File: src/rtl/btn_debounce_pkg.sv
// Shared definitions for the board-input blocks: debounce FSM state
// encodings and the default stable-sample count / counter width.
package btn_debounce_pkg;

  // 10 ms at 50 MHz
  localparam int CNT_MAX_DEF = 500000;
  localparam int CNT_W_DEF   = 20;

  typedef enum logic [1:0] {
    IDLE_LO = 2'd0,
    WAIT_HI = 2'd1,
    IDLE_HI = 2'd2,
    WAIT_LO = 2'd3
  } btn_state_t;

endpackage

File: src/rtl/btn_debounce_sync_2ff.sv
// Two-flop synchronizer for a single asynchronous input, resets to 0.
module sync_2ff (
  input  logic clk,
  input  logic rst_n,
  input  logic d,
  output logic q
);

  logic s1;
  logic s2;

  // Shift the raw input through two flops to settle metastability.
  always_ff @(posedge clk or negedge rst_n) begin
    if (!rst_n) begin
      s1 <= 1'b0;
      s2 <= 1'b0;
    end else begin
      s1 <= d;
      s2 <= s1;
    end
  end

  assign q = s2;

endmodule

File: src/rtl/btn_debounce.sv
// Push-button / slide-switch debouncer: synchronizes btn_in, then requires
// CNT_MAX consecutive stable samples before accepting a new level. Emits
// one-cycle registered rise/fall pulses aligned with the level change.
// Build option: BTN_ACTIVE_LOW_EN inverts btn_in ahead of the synchronizer
// for pull-up buttons; outputs always use 1 = pressed.
//
// state   | meaning
// IDLE_LO | level 0, waiting for a high sample
// WAIT_HI | candidate 1, counting stable high samples
// IDLE_HI | level 1, waiting for a low sample
// WAIT_LO | candidate 0, counting stable low samples
module btn_debounce
  import btn_debounce_pkg::*;
#(
  parameter int CNT_MAX = CNT_MAX_DEF,
  parameter int CNT_W   = CNT_W_DEF
) (
  input  logic clk,
  input  logic rst_n,
  input  logic btn_in,
  output logic btn_level,
  output logic btn_rise,
  output logic btn_fall
);

  localparam logic [CNT_W-1:0] CNT_LAST = CNT_W'(CNT_MAX - 1);

  logic             btn_raw;
  logic             s2;
  btn_state_t       state;
  btn_state_t       nxt_state;
  logic [CNT_W-1:0] cnt;
  logic [CNT_W-1:0] nxt_cnt;
  logic             level_q;
  logic             nxt_level;
  logic             rise_q;
  logic             nxt_rise;
  logic             fall_q;
  logic             nxt_fall;

`ifdef BTN_ACTIVE_LOW_EN
  // Inverting before s1 keeps the synchronizer reset value meaning "released".
  assign btn_raw = ~btn_in;
`else
  assign btn_raw = btn_in;
`endif

  sync_2ff u_sync (
    .clk   (clk),
    .rst_n (rst_n),
    .d     (btn_raw),
    .q     (s2)
  );

  // State, counter and registered outputs.
  always_ff @(posedge clk or negedge rst_n) begin
    if (!rst_n) begin
      state   <= IDLE_LO;
      cnt     <= '0;
      level_q <= 1'b0;
      rise_q  <= 1'b0;
      fall_q  <= 1'b0;
    end else begin
      state   <= nxt_state;
      cnt     <= nxt_cnt;
      level_q <= nxt_level;
      rise_q  <= nxt_rise;
      fall_q  <= nxt_fall;
    end
  end

  // Next-state logic; any disagreeing sample while waiting drops back to idle.
  always_comb begin
    nxt_state = state;
    nxt_cnt   = cnt;
    nxt_level = level_q;
    nxt_rise  = 1'b0;
    nxt_fall  = 1'b0;
    case (state)
      IDLE_LO: begin
        if (s2) begin
          nxt_state = WAIT_HI;
          nxt_cnt   = '0;
        end
      end
      WAIT_HI: begin
        if (!s2) begin
          nxt_state = IDLE_LO;
          nxt_cnt   = '0;
        end else if (cnt == CNT_LAST) begin
          nxt_state = IDLE_HI;
          nxt_cnt   = '0;
          nxt_level = 1'b1;
          nxt_rise  = 1'b1;
        end else begin
          nxt_cnt = cnt + CNT_W'(1);
        end
      end
      IDLE_HI: begin
        if (!s2) begin
          nxt_state = WAIT_LO;
          nxt_cnt   = '0;
        end
      end
      WAIT_LO: begin
        if (s2) begin
          nxt_state = IDLE_HI;
          nxt_cnt   = '0;
        end else if (cnt == CNT_LAST) begin
          nxt_state = IDLE_LO;
          nxt_cnt   = '0;
          nxt_level = 1'b0;
          nxt_fall  = 1'b1;
        end else begin
          nxt_cnt = cnt + CNT_W'(1);
        end
      end
      default: begin
        nxt_state = IDLE_LO;
        nxt_cnt   = '0;
      end
    endcase
  end

  assign btn_level = level_q;
  assign btn_rise  = rise_q;
  assign btn_fall  = fall_q;

endmodule

File: config.mk
export PLATFORM = sky130hd
export DESIGN_NAME = btn_debounce
export DESIGN_NICKNAME = d
export VERILOG_FILES = /design/src/rtl/btn_debounce_pkg.sv /design/src/rtl/btn_debounce_sync_2ff.sv /design/src/rtl/btn_debounce.sv
export SDC_FILE = /design/constraint.sdc
export NUM_CORES = 1
export LEC_CHECK = 0
export ABC_AREA = 1
export CAP_MARGIN = 20
export CORE_MARGIN = 2
export CORE_UTILIZATION = 57
export DETAILED_ROUTE_END_ITERATION = 8
export PLACE_DENSITY = 0.75
export SLEW_MARGIN = 20
export SYNTH_ARGS = -nofsm -noshare
export SYNTH_HDL_FRONTEND = slang
export SYNTH_SLANG_ARGS = --single-unit
File: constraint.sdc
create_clock -name clk -period 1.8 [get_ports clk]
set_input_delay 0.36 -clock clk [delete_from_list [all_inputs] [get_ports clk]]
set_output_delay 0.36 -clock clk [all_outputs]
set_load 0.01 [all_outputs]
* Word level (Yosys, flattened, before mapping)
Cells that the tools add are included.
** Word-level totals
- Register bits :: 27
- Input port bits :: 3
- Word-level logic and storage cells :: 48
- Output and inout port bits :: 3
** Operators by class
- Equality and inequality tests :: 12
- Multiplexer cells :: 23
- Add/subtract/negate cells :: 1
- Reductions and logical operators :: 5
** Operators by type and width (count)
- $mux W20 :: 5
- $pmux W20 S4 :: 1
- $add A20 B1 Y20 const B :: 1
- $eq A20 B19 Y1 const B :: 1
- $mux W2 :: 6
- $mux W1 :: 9
- $ne A2 B2 Y1 const B :: 4
- $pmux W2 S4 :: 1
- $reduce_and A5 Y1 :: 1
- $eq A2 B2 Y1 const B :: 2
- $ne A2 B1 Y1 const B :: 2
- $reduce_and A4 Y1 :: 1
- $ne A3 B2 Y1 const B :: 1
- $ne A3 B3 Y1 const B :: 1
- $eq A2 B1 Y1 const B :: 1
- $logic_not A2 Y1 :: 1
- $pmux W1 S2 :: 1
- $reduce_and A2 Y1 :: 1
- $reduce_bool A2 Y1 :: 1

* Depth between registers and ports, before layout
Gate-level depths: netlist of run 1.
- Depth in word-level cells :: 4
- Mapped depth :: 8

* Hierarchy
Synthesis of run 1 repeated with hierarchy kept, for this count alone.
** Unflattened totals
- Cells, all modules :: 228
- Area, all modules :: 1672.9 sq um
** Modules (own cells, without submodules)
- btn_debounce :: cells an instance 226, instances 1, area each 1622.8 sq um, sequential area each 625.6 sq um
- sync_2ff :: cells an instance 2, instances 1, area each 50.0 sq um, sequential area each 50.0 sq um

* Worst setup path before layout of run 1
OpenSTA, ideal clock, no wires.
- Kind :: reg-to-reg
- Start :: register cnt[0]
- End :: register cnt[7]
- Cell stages (with the launch flop) :: 9
- Buffers on the path :: 0
- Setup slack :: 0.325 ns
- Setup time :: 0.118 ns
- Arrival :: 1.357 ns
- Cells stage by stage :: dfrtp_1 > ha_1 > nand2_1 > nor2_4 > nand3_4 > o21bai_4 > nand2_2 > inv_2 > nor2_1
** Between the ends
- Word-level cells in the longest chain between the ends :: 4
** RTL lines
- start, declared :: line btn_debounce.sv:32 : logic [CNT_W-1:0] cnt;
- start signal, assigned :: line btn_debounce.sv:65 : cnt <= nxt_cnt;
- $add A20 B1 Y20 or $eq A20 B19 Y1 (tied branches)
- $mux W20 (*) :: line btn_debounce.sv:90, btn_debounce.sv:109
- $mux W20, on equally long branches :: line btn_debounce.sv:106, btn_debounce.sv:87
- $pmux W20 S4 (*) :: line btn_debounce.sv:79 : case (state)
Mark *: on every way between the ends. The rest lies on a longest branch, timed or not.
A chain may end at the register's enable or synchronous reset.

* Final worst setup path of run 1
- Start :: register cnt[8]
- End :: register cnt[19]
Same word-level chain as after synthesis.

==> flow_metrics.env, run 1 <==
export IMPL_grt_pass1_wl_um=5651
export IMPL_insertion_delay_ns=0.32
export IMPL_syn_to_final_growth_pct=8.173
export IMPL_routed_via_density=5.362
export IMPL_gp_congestion=0.9479
export IMPL_power_frac_comb=0.206
export IMPL_first_pass_iters=4
export IMPL_hp_start="u_sync.s1$_DFF_PN0_"
export IMPL_vdd_drop_max_mv=0.5959
export IMPL_reg2regPathDepth=7
export IMPL_status="finished clean"
export IMPL_antenna_cells=0
export IMPL_postSynthAreaPerCell_sq_um=7.196
export IMPL_p_int_uw=805.6
export IMPL_fin_nets=232
export IMPL_grt_max_degree=28
export IMPL_cts_buffers=3
export IMPL_cpMaxStageDelayCell="dfrtp_1"
export IMPL_period_needed_ns=1.640
export IMPL_hold_violations=0
export IMPL_p_sw_frac=0.3238
export IMPL_io_pins=6
export IMPL_fin_hold_ws_ns=0.3702
export IMPL_routedWlPerCell_um=12.77
export IMPL_globalRoute_totalOverflow=0
export IMPL_fin_crit_sh=0.9109
export IMPL_cts_tree="yes"
export IMPL_drive_gt1_frac=0.08370
export IMPL_synth_area_leaders="dfrtp_1 (43%), nand2_1 (17%), nor2_1 (7.9%)"
export IMPL_coreArea_sq_um=2545
export IMPL_syn_num_nets=221
export IMPL_cp_max_fo=5
export IMPL_clockBufferDepth=2
export IMPL_power_density_nw_per_um2=705.4
export IMPL_power_frac_clock=0.212
export IMPL_grt_usage=0.2241
export IMPL_total_power_uw=1191
export IMPL_cp_arrival_ns=1.86
export IMPL_fp_dieW_um=56.34
export IMPL_start_util=0.6136
export IMPL_rrSetupSlack_ns=0.16
export IMPL_cts_num_sinks=27
export IMPL_fp_dieH_um=56.34
export IMPL_cap_viol_max_count=0
export IMPL_final_util=0.6637
export IMPL_final_common_cell="nand2_1"
export IMPL_grt_pass1_vias=1300
export IMPL_relSlewSlack=0.6733
export IMPL_start_kind="flop"
export IMPL_required_ns=2.02
export IMPL_clock_root_buffer="clkbuf_4"
export IMPL_worst_hold_path_type="flop to flop"
export IMPL_p_leak_uw=0.0007697
export IMPL_clk_pin_slew_worst_paths_ns=0.14
export IMPL_hold_depth=0
export IMPL_drt_wl_total_um=3281
export IMPL_layout_common_cells="nand2_1 (69), nor2_1 (33), dfrtp_1 (27)"
export IMPL_antenna_found_initial=0
export IMPL_drt_iter0_markers=62
export IMPL_seq_area_frac_synth=0.4327
export IMPL_min_to="u_sync.q$_DFF_PN0_"
export IMPL_synthCells=217
export IMPL_htree_num_levels=1
export IMPL_synth_top_cell_area_share=0.4327
export IMPL_worst_slew_pin_slew_ns=0.4886
export IMPL_setup_viol=0
export IMPL_dieArea_sq_um=3174
export IMPL_remaining_drc_errors=0
export IMPL_max_stage_delay_ns=0.46
export IMPL_fmax_ghz=0.6099
export IMPL_synth_area_sq_um=1561
export IMPL_ys_ff_latch=27
export IMPL_critPathCaptureType="flop"
export IMPL_skew_ns=0.004044
export IMPL_r2r_start="cnt[8]$_DFFE_PN0P_"
export IMPL_ys_warn_count=0
export IMPL_drv_slew=0
export IMPL_hold_buffers=0
export IMPL_place_hpwl_um=2565
export IMPL_cts_setup_buffers=0
export IMPL_ant_nets=0
export IMPL_vias=1378
export IMPL_crit_chain="nand2_1 > nor2_1 > nand3_1 > nor2_1 > nand4_1 > nand2_1 > nor2_1"
export IMPL_numPortBuffers=5
export IMPL_synth_distinct_cells=22
export IMPL_tns_ns=0
export IMPL_critPathMostFrequentCell="nor2_1"
export IMPL_p_seq_frac=0.582
export IMPL_crit_type="flop to flop"
export IMPL_timing_rr_end="cnt[19]$_DFFE_PN0P_"
export IMPL_power_switching_uw=385.8
export IMPL_row_count=18
export IMPL_grt_setup_unrepaired="false"
export IMPL_yosys_area_top_type="dfrtp_1"
-- kinds of logic (layout without fill, tap and decap cells) --
family,Yosys count,count (layout),share of synthesized area
and+or+nand+nor,139,139,0.3926
buffers and inverters,29,39,0.07051
DFF,27,27,0.4327
AOI/OAI and AO/OA,15,15,0.06170
xor gates and xnor gates,5,5,0.02804
adders and majority gates,1,1,0.008012
muxes,1,1,0.006411
-- worst max-delay path by stage --
stage,startpoint,end,slack [ns]
finish,cnt[8]$_DFFE_PN0P_,cnt[19]$_DFFE_PN0P_,0.16
global route,u_sync.q$_DFF_PN0_,cnt[7]$_DFFE_PN0P_,0.05
CTS,cnt[0]$_DFFE_PN0P_,cnt[14]$_DFFE_PN0P_,0.11
detailed placement,cnt[0]$_DFFE_PN0P_,cnt[14]$_DFFE_PN0P_,0.13
global placement,cnt[8]$_DFFE_PN0P_,cnt[19]$_DFFE_PN0P_,0.21
floorplan,cnt[0]$_DFFE_PN0P_,cnt[7]$_DFFE_PN0P_,0.32
-- per-stage QoR --
stage	worst slack, ns	cell area, sq um	instances
final	0.1604	1689	257
after global routing	0.05413	1689	257
after CTS	0.1085	1687	257
after detailed placement	0.1330	1659	253
after global placement	0.2058	1659	253
after floorplan	0.3246	1562	217
-- synth_stat cells, drive strengths merged --
cell type and number:
nand2 73, nor2 37, inv 28, dfrtp 27, nand3 23, o21ai 8, nand4 6, xor2 5
a21oi 2, o21bai 2, o22ai 2, buf 1, ha 1, mux2i 1, o21a 1
-- critical path: cells and delay by family (launching register included) --
family	cells	cell delay (ns)
flops	1	0.46
simple gates	7	1.08
-- power by group through the flow --
stage	Sequential [uW]	Combinational, uW	Clock, uW
final	693	246	253
after global routing	697	269	293
after CTS	691	244	268
after detailed placement	703	243	0
after global placement	701	237	0
after floorplan	693	167	0
-- layout make-up --
class                      count  area [sq um]
clock inverter                 1         5.005
timing repair buffer           7         65.06
clock buffer                   3         22.52
tap                           30         37.54
multi-input combinational    161         778.2
fill                         235         855.8
sequential                    27         675.6
inverter                      28         105.1
-- layer usage --
| metal | vias to the layer above | GRT usage | wire length, um |
|---|---|---|---|
| met5 | - | 0 | 0 |
| met4 | 0 | 0.08163 | 15 |
| met3 | 2 | 0.02765 | 121 |
| met2 | 33 | 0.3479 | 1530 |
| met1 | 639 | 0.3215 | 1613 |
| li1 | 704 | - | - |
-- repair_timing --
action,in CTS,in global routing
setup endpoints to repair,0,2
endpoints found under the hold margin,0,0
gates resized for setup,0,1
-- state kept, by name (all words and copies together) (netlist names), named ones only --
signal and count:
u_sync.q 1, btn_rise 1, cnt 20, u_sync.s1 1, btn_fall 1, btn_level 1, state 1
Power figures use the tool's default switching activity.
==> run 2: changes to the inputs <==
--- a/config.mk
+++ b/config.mk
@@ -7,7 +7,6 @@
 export LEC_CHECK = 0
 export ABC_AREA = 1
 export CAP_MARGIN = 20
-export CORE_MARGIN = 2
 export CORE_UTILIZATION = 57
 export DETAILED_ROUTE_END_ITERATION = 8
 export PLACE_DENSITY = 0.75
==> run 2 against run 1 <==
Against the previous run: critical path depth is 1 higher; first-iteration DRC count is 24% lower; clock-buffer cell count is the same; utilization increased by 0.79 points; clock power rose by 3%; worst hold slack better by 0.0047 ns; global-route usage up 3.8 points; combinational power increased by 3%; final cell count rose by 0.39%.
==> flow_metrics.env, run 2 (synthesis gave the netlist of run 1 again) <==
export IMPL_first_pass_iters=5
export IMPL_antenna_found_initial=0
export IMPL_cap_viol_max_count=0
export IMPL_grt_setup_unrepaired="false"
export IMPL_crit_type="flop to flop"
export IMPL_coreArea_sq_um=2522
export IMPL_ctsResizeCount=0
export IMPL_cts_num_sinks=27
export IMPL_critPathCaptureType="flop"
export IMPL_globalRoute_totalOverflow=0
export IMPL_clk_pin_slew_worst_paths_ns=0.14
export IMPL_numPortBuffers=5
export IMPL_hold_buffers=0
export IMPL_cts_tree="yes"
export IMPL_layout_common_cells="nand2_1 (69), nor2_1 (33), dfrtp_1 (27)"
export IMPL_total_power_uw=1207
export IMPL_power_density_nw_per_um2=712.7
export IMPL_dieArea_sq_um=2953
export IMPL_syn_to_final_growth_pct=8.493
export IMPL_cts_setup_buffers=0
export IMPL_fin_nets=233
export IMPL_status="finished clean"
export IMPL_start_util=0.6190
export IMPL_antenna_cells=0
export IMPL_vdd_drop_max_mv=0.7185
export IMPL_regMostFlops="cnt"
export IMPL_io_pins=6
export IMPL_ant_nets=0
export IMPL_drv_slew=0
export IMPL_cp_max_fo=6
export IMPL_start_kind="flop"
export IMPL_remaining_drc_errors=0
export IMPL_fmax_ghz=0.6232
export IMPL_place_hpwl_um=2563
export IMPL_required_ns=2.03
export IMPL_period_needed_ns=1.605
export IMPL_largest_reg_flops=20
export IMPL_final_util=0.6716
export IMPL_relSlewSlack=0.6573
export IMPL_cp_arrival_ns=1.84
export IMPL_insertion_delay_ns=0.32
export IMPL_worst_hold_path_type="flop to flop"
export IMPL_setup_viol=0
export IMPL_cts_buffers=3
export IMPL_p_leak_uw=0.0007776
export IMPL_drt_iter0_markers=47
export IMPL_skew_ns=0.002510
export IMPL_tns_ns=0
export IMPL_gp_congestion=0.9611
export IMPL_fin_crit_sh=0.8915
export IMPL_htree_num_levels=1
export IMPL_final_common_cell="nand2_1"
export IMPL_clock_root_buffer="clkbuf_4"
export IMPL_setup_slack_ns=0.1954
export IMPL_fp_dieH_um=54.34
export IMPL_drt_wl_total_um=3361
export IMPL_grt_pass1_wl_um=5478
export IMPL_routed_via_density=5.407
export IMPL_row_count=18
export IMPL_drive_gt1_frac=0.08333
export IMPL_worst_slew_pin_slew_ns=0.5126
export IMPL_routedWlPerCell_um=13.03
export IMPL_grt_pass1_vias=1278
export IMPL_grt_max_degree=28
export IMPL_fp_dieW_um=54.34
export IMPL_clockBufferDepth=2
export IMPL_hold_violations=0
export IMPL_grt_usage=0.2619
export IMPL_vias=1395
export IMPL_place_ws_ns=0.2333
==> run 2: area by class of cell <==
cell class                      instances  area [sq um]
Clock buffer                            3         22.52
Clock inverter                          1         5.005
Fill cell                             214         828.3
Inverter                               28         105.1
Multi-Input combinational cell        161         775.7
Sequential cell                        27         675.6
Tap cell                               30         37.54
Timing Repair Buffer                    8         72.57
==> run 2: final timing paths <==
path | from | end | slack (ns) | cells after the start
setup / recovery | cnt[0]$_DFFE_PN0P_ | cnt[7]$_DFFE_PN0P_ | 0.20 | 8
hold / removal | u_sync.s1$_DFF_PN0_ | u_sync.q$_DFF_PN0_ | 0.37 | 0
setup reg to reg | cnt[0]$_DFFE_PN0P_ | cnt[7]$_DFFE_PN0P_ | 0.20 | 8
hold reg to reg | u_sync.s1$_DFF_PN0_ | u_sync.q$_DFF_PN0_ | 0.37 | 0
max in group asynchronous | rst_n | cnt[19]$_DFFE_PN0P_ | 1.14 | 2
min in group asynchronous | rst_n | cnt[2]$_DFFE_PN0P_ | 0.40 | 2
==> run 2: stage by stage <==
step | cell area, sq um | cells | hold slack [ns]
2_1_floorplan | 1562 | 217 | 0.06441
3_3_place_gp | 1667 | 254 | 0.3393
3_5_place_dp | 1667 | 254 | 0.3450
4_1_cts | 1694 | 258 | 0.3773
5_1_grt | 1694 | 258 | 0.3872
6_report | 1694 | 258 | 0.3750
==> run 2: metal layers <==
layer | GRT usage | up-vias | routed length (um)
met1 | 0.3595 | 646 | 1629
met3 | 0.06389 | 5 | 169
met4 | 0.08547 | 0 | 35
li1 | - | 708 | -
met5 | 0 | - | 0
met2 | 0.4024 | 36 | 1526
==> run 2: power breakdown <==
part           switching [uW]  internal (uW)  total [uW]  leakage [uW]
registers                51.0            642         693      0.000369
logic                     172           81.8         253      0.000391
clock network             177           83.3         261     0.0000177
total                     400            807        1210      0.000778
==> run 2: worst max-delay path, cell delays in order, from the launching register on <==
cell	delay, ns
dfrtp_1	0.48
ha_1	0.21
nand2_1	0.09
nor2_4	0.12
nand3_4	0.10
o21bai_4	0.23
nand2_2	0.13
inv_2	0.11
nor2_1	0.05
==> run 3: changes to the inputs <==
--- a/config.mk
+++ b/config.mk
@@ -7,9 +7,10 @@
 export LEC_CHECK = 0
 export ABC_AREA = 1
 export CAP_MARGIN = 20
-export CORE_UTILIZATION = 57
+export CORE_UTILIZATION = 54
 export DETAILED_ROUTE_END_ITERATION = 8
 export PLACE_DENSITY = 0.75
+export RECOVER_POWER = 50
 export SLEW_MARGIN = 20
 export SYNTH_ARGS = -nofsm -noshare
 export SYNTH_HDL_FRONTEND = slang
==> constraint.sdc (replaced) <==
create_clock -name clk -period 1.45 [get_ports clk]
set_input_delay 0.29 -clock clk [delete_from_list [all_inputs] [get_ports clk]]
set_output_delay 0.29 -clock clk [all_outputs]
set_load 0.01 [all_outputs]
==> run 3 against run 2 <==
Against the previous run: the run now ends with setup timing left; via count up 7.9%; worst hold slack better by 0.0018 ns; sequential share of layout area down 5.0 points; fmax up 9.5%; global-route usage down 1.1 points; highest routed layer unchanged.
==> flow_metrics.env, run 3 (synthesis gave the netlist of run 1 again) <==
export IMPL_violations="setup timing"
export IMPL_insertion_delay_ns=0.32
export IMPL_largest_reg_flops=20
export IMPL_coreArea_sq_um=2758
export IMPL_setup_slack_ns=-0.01556
export IMPL_hold_violations=0
export IMPL_remaining_drc_errors=0
export IMPL_row_count=19
export IMPL_cts_tree="yes"
export IMPL_cts_buffers=3
export IMPL_final_cells=273
export IMPL_vias=1505
export IMPL_fin_crit_sh=1.011
export IMPL_grt_max_degree=28
export IMPL_total_power_uw=1723
export IMPL_drv_slew=0
export IMPL_cp_max_fo=3
export IMPL_htree_num_levels=1
export IMPL_start_util=0.5662
export IMPL_clockBufferDepth=2
export IMPL_drive_gt1_frac=0.2686
export IMPL_place_hpwl_um=2685
export IMPL_cpMaxStageDelayCell="dfrtp_1"
export IMPL_regMostFlops="cnt"
export IMPL_grt_pass1_vias=1448
export IMPL_syn_to_final_growth_pct=24.76
export IMPL_period_needed_ns=1.466
export IMPL_grt_usage=0.2504
export IMPL_crit_start="cnt[0]$_DFFE_PN0P_"
export IMPL_cp_arrival_ns=1.74
export IMPL_antenna_found_initial=0
export IMPL_ant_nets=0
export IMPL_setup_viol=7
export IMPL_critPathMostFrequentCell="nor2_4"
export IMPL_hold_buffers=0
export IMPL_required_ns=1.73
export IMPL_r2r_start="cnt[0]$_DFFE_PN0P_"
export IMPL_cap_viol_max_count=0
export IMPL_gp_congestion=0.9641
export IMPL_io_pins=6
export IMPL_power_density_nw_per_um2=884.6
export IMPL_p_leak_uw=0.0008688
export IMPL_fin_hold_ws_ns=0.3767
export IMPL_clk_pin_slew_worst_paths_ns=0.16
export IMPL_dieArea_sq_um=3111
export IMPL_layout_common_cells="nand2_1 (63), inv_1 (26), dfrtp_1 (24)"
export IMPL_critPathCaptureType="flop"
export IMPL_placed_cell_area_sq_um=1753
export IMPL_final_common_cell="nand2_1"
export IMPL_cts_num_sinks=27
export IMPL_grt_pass1_wl_um=6203
export IMPL_start_kind="flop"
export IMPL_crit_type="flop to flop"
export IMPL_status="finished with violations"
export IMPL_crit_buf_inv=1
export IMPL_worst_slew_pin_slew_ns=0.6882
export IMPL_max_stage_delay_ns=0.43
export IMPL_fp_dieH_um=55.78
export IMPL_drt_iter0_markers=92
export IMPL_drt_wl_total_um=3818
export IMPL_grt_setup_unrepaired="true"
export IMPL_cpLargestDelayFamily="simple AND/OR/NAND/NOR gates"
export IMPL_fin_area_sq_um=1948
export IMPL_fp_dieW_um=55.78
export IMPL_routedWlPerCell_um=13.99
export IMPL_vdd_drop_max_mv=0.7159
export IMPL_crit_chain="ha_2 > nand2_2 > nor2_4 > nand3_4 > nor2_4 > buf_4 > nand4_1 > nand2_1"
export IMPL_worst_hold_path_type="flop to flop"
export IMPL_tns_ns=-0.05647
export IMPL_first_pass_iters=4
export IMPL_fmax_ghz=0.6823
export IMPL_globalRoute_totalOverflow=0
export IMPL_clock_root_buffer="clkbuf_4"
export IMPL_antenna_cells=0
export IMPL_routed_via_density=5.513
export IMPL_hp_start="u_sync.s1$_DFF_PN0_"
export IMPL_relSlewSlack=0.5412
export IMPL_fin_nets=247
export IMPL_dp_cells=266
export IMPL_numPortBuffers=5
export IMPL_skew_ns=0.01053
## run 3: stage by stage
step	setup WS, ns	utilization
CTS	-0.02528	0.6461
detailed placement	-0.02111	0.6357
global placement	0.005214	0.6357
global route	-0.1023	0.7064
finish	-0.01556	0.7064
floorplan	0.01110	-
## run 3: report_power, final
part	internal, uW	switching, uW
combinational	205	348
sequential	798	39.8
clock	103	228
total	1110	617
## run 3: layout make-up
| type | instances | area (sq um) |
|---|---|---|
| flip-flops and latches | 27 | 679.4 |
| clock inverters | 1 | 5.005 |
| inverters | 28 | 112.6 |
| clock buffers | 3 | 22.52 |
| fillers | 222 | 809.5 |
| well taps | 31 | 38.79 |
| repair buffers | 22 | 175.2 |
| multi-input cells | 161 | 914.6 |
## run 3: final timing paths
| check | to | slack [ns] | depth (start not counted) |
|---|---|---|---|
| setup / recovery | btn_level$_DFFE_PN0P_ | -0.02 | 8 |
| hold / removal | u_sync.q$_DFF_PN0_ | 0.38 | 0 |
| setup reg to reg | btn_level$_DFFE_PN0P_ | -0.02 | 8 |
| hold reg to reg | u_sync.q$_DFF_PN0_ | 0.38 | 0 |
| max in group asynchronous | cnt[8]$_DFFE_PN0P_ | 0.44 | 2 |
| min in group asynchronous | cnt[4]$_DFFE_PN0P_ | 0.51 | 2 |
## run 3: worst reg2reg max path, delay by kind of cell (launching register included)
kind / cells / cell delay (ns)
simple gates: 6 / 0.66
flops: 1 / 0.43
fa+ha+maj: 1 / 0.20
buf+inv: 1 / 0.13
## run 3: what timing repair did
action                                 CTS  global route
gates resized for setup                  5            42
endpoints found under the hold margin    0             0
setup endpoints to repair               11            24
setup buffers                            0             5
pin swaps                                0            14
## run 3: metal layers
layer / routed length, um / GRT usage
met5: 0 / 0
met4: 59 / 0.08929
met3: 174 / 0.03256
met2: 1882 / 0.4079
met1: 1703 / 0.3435
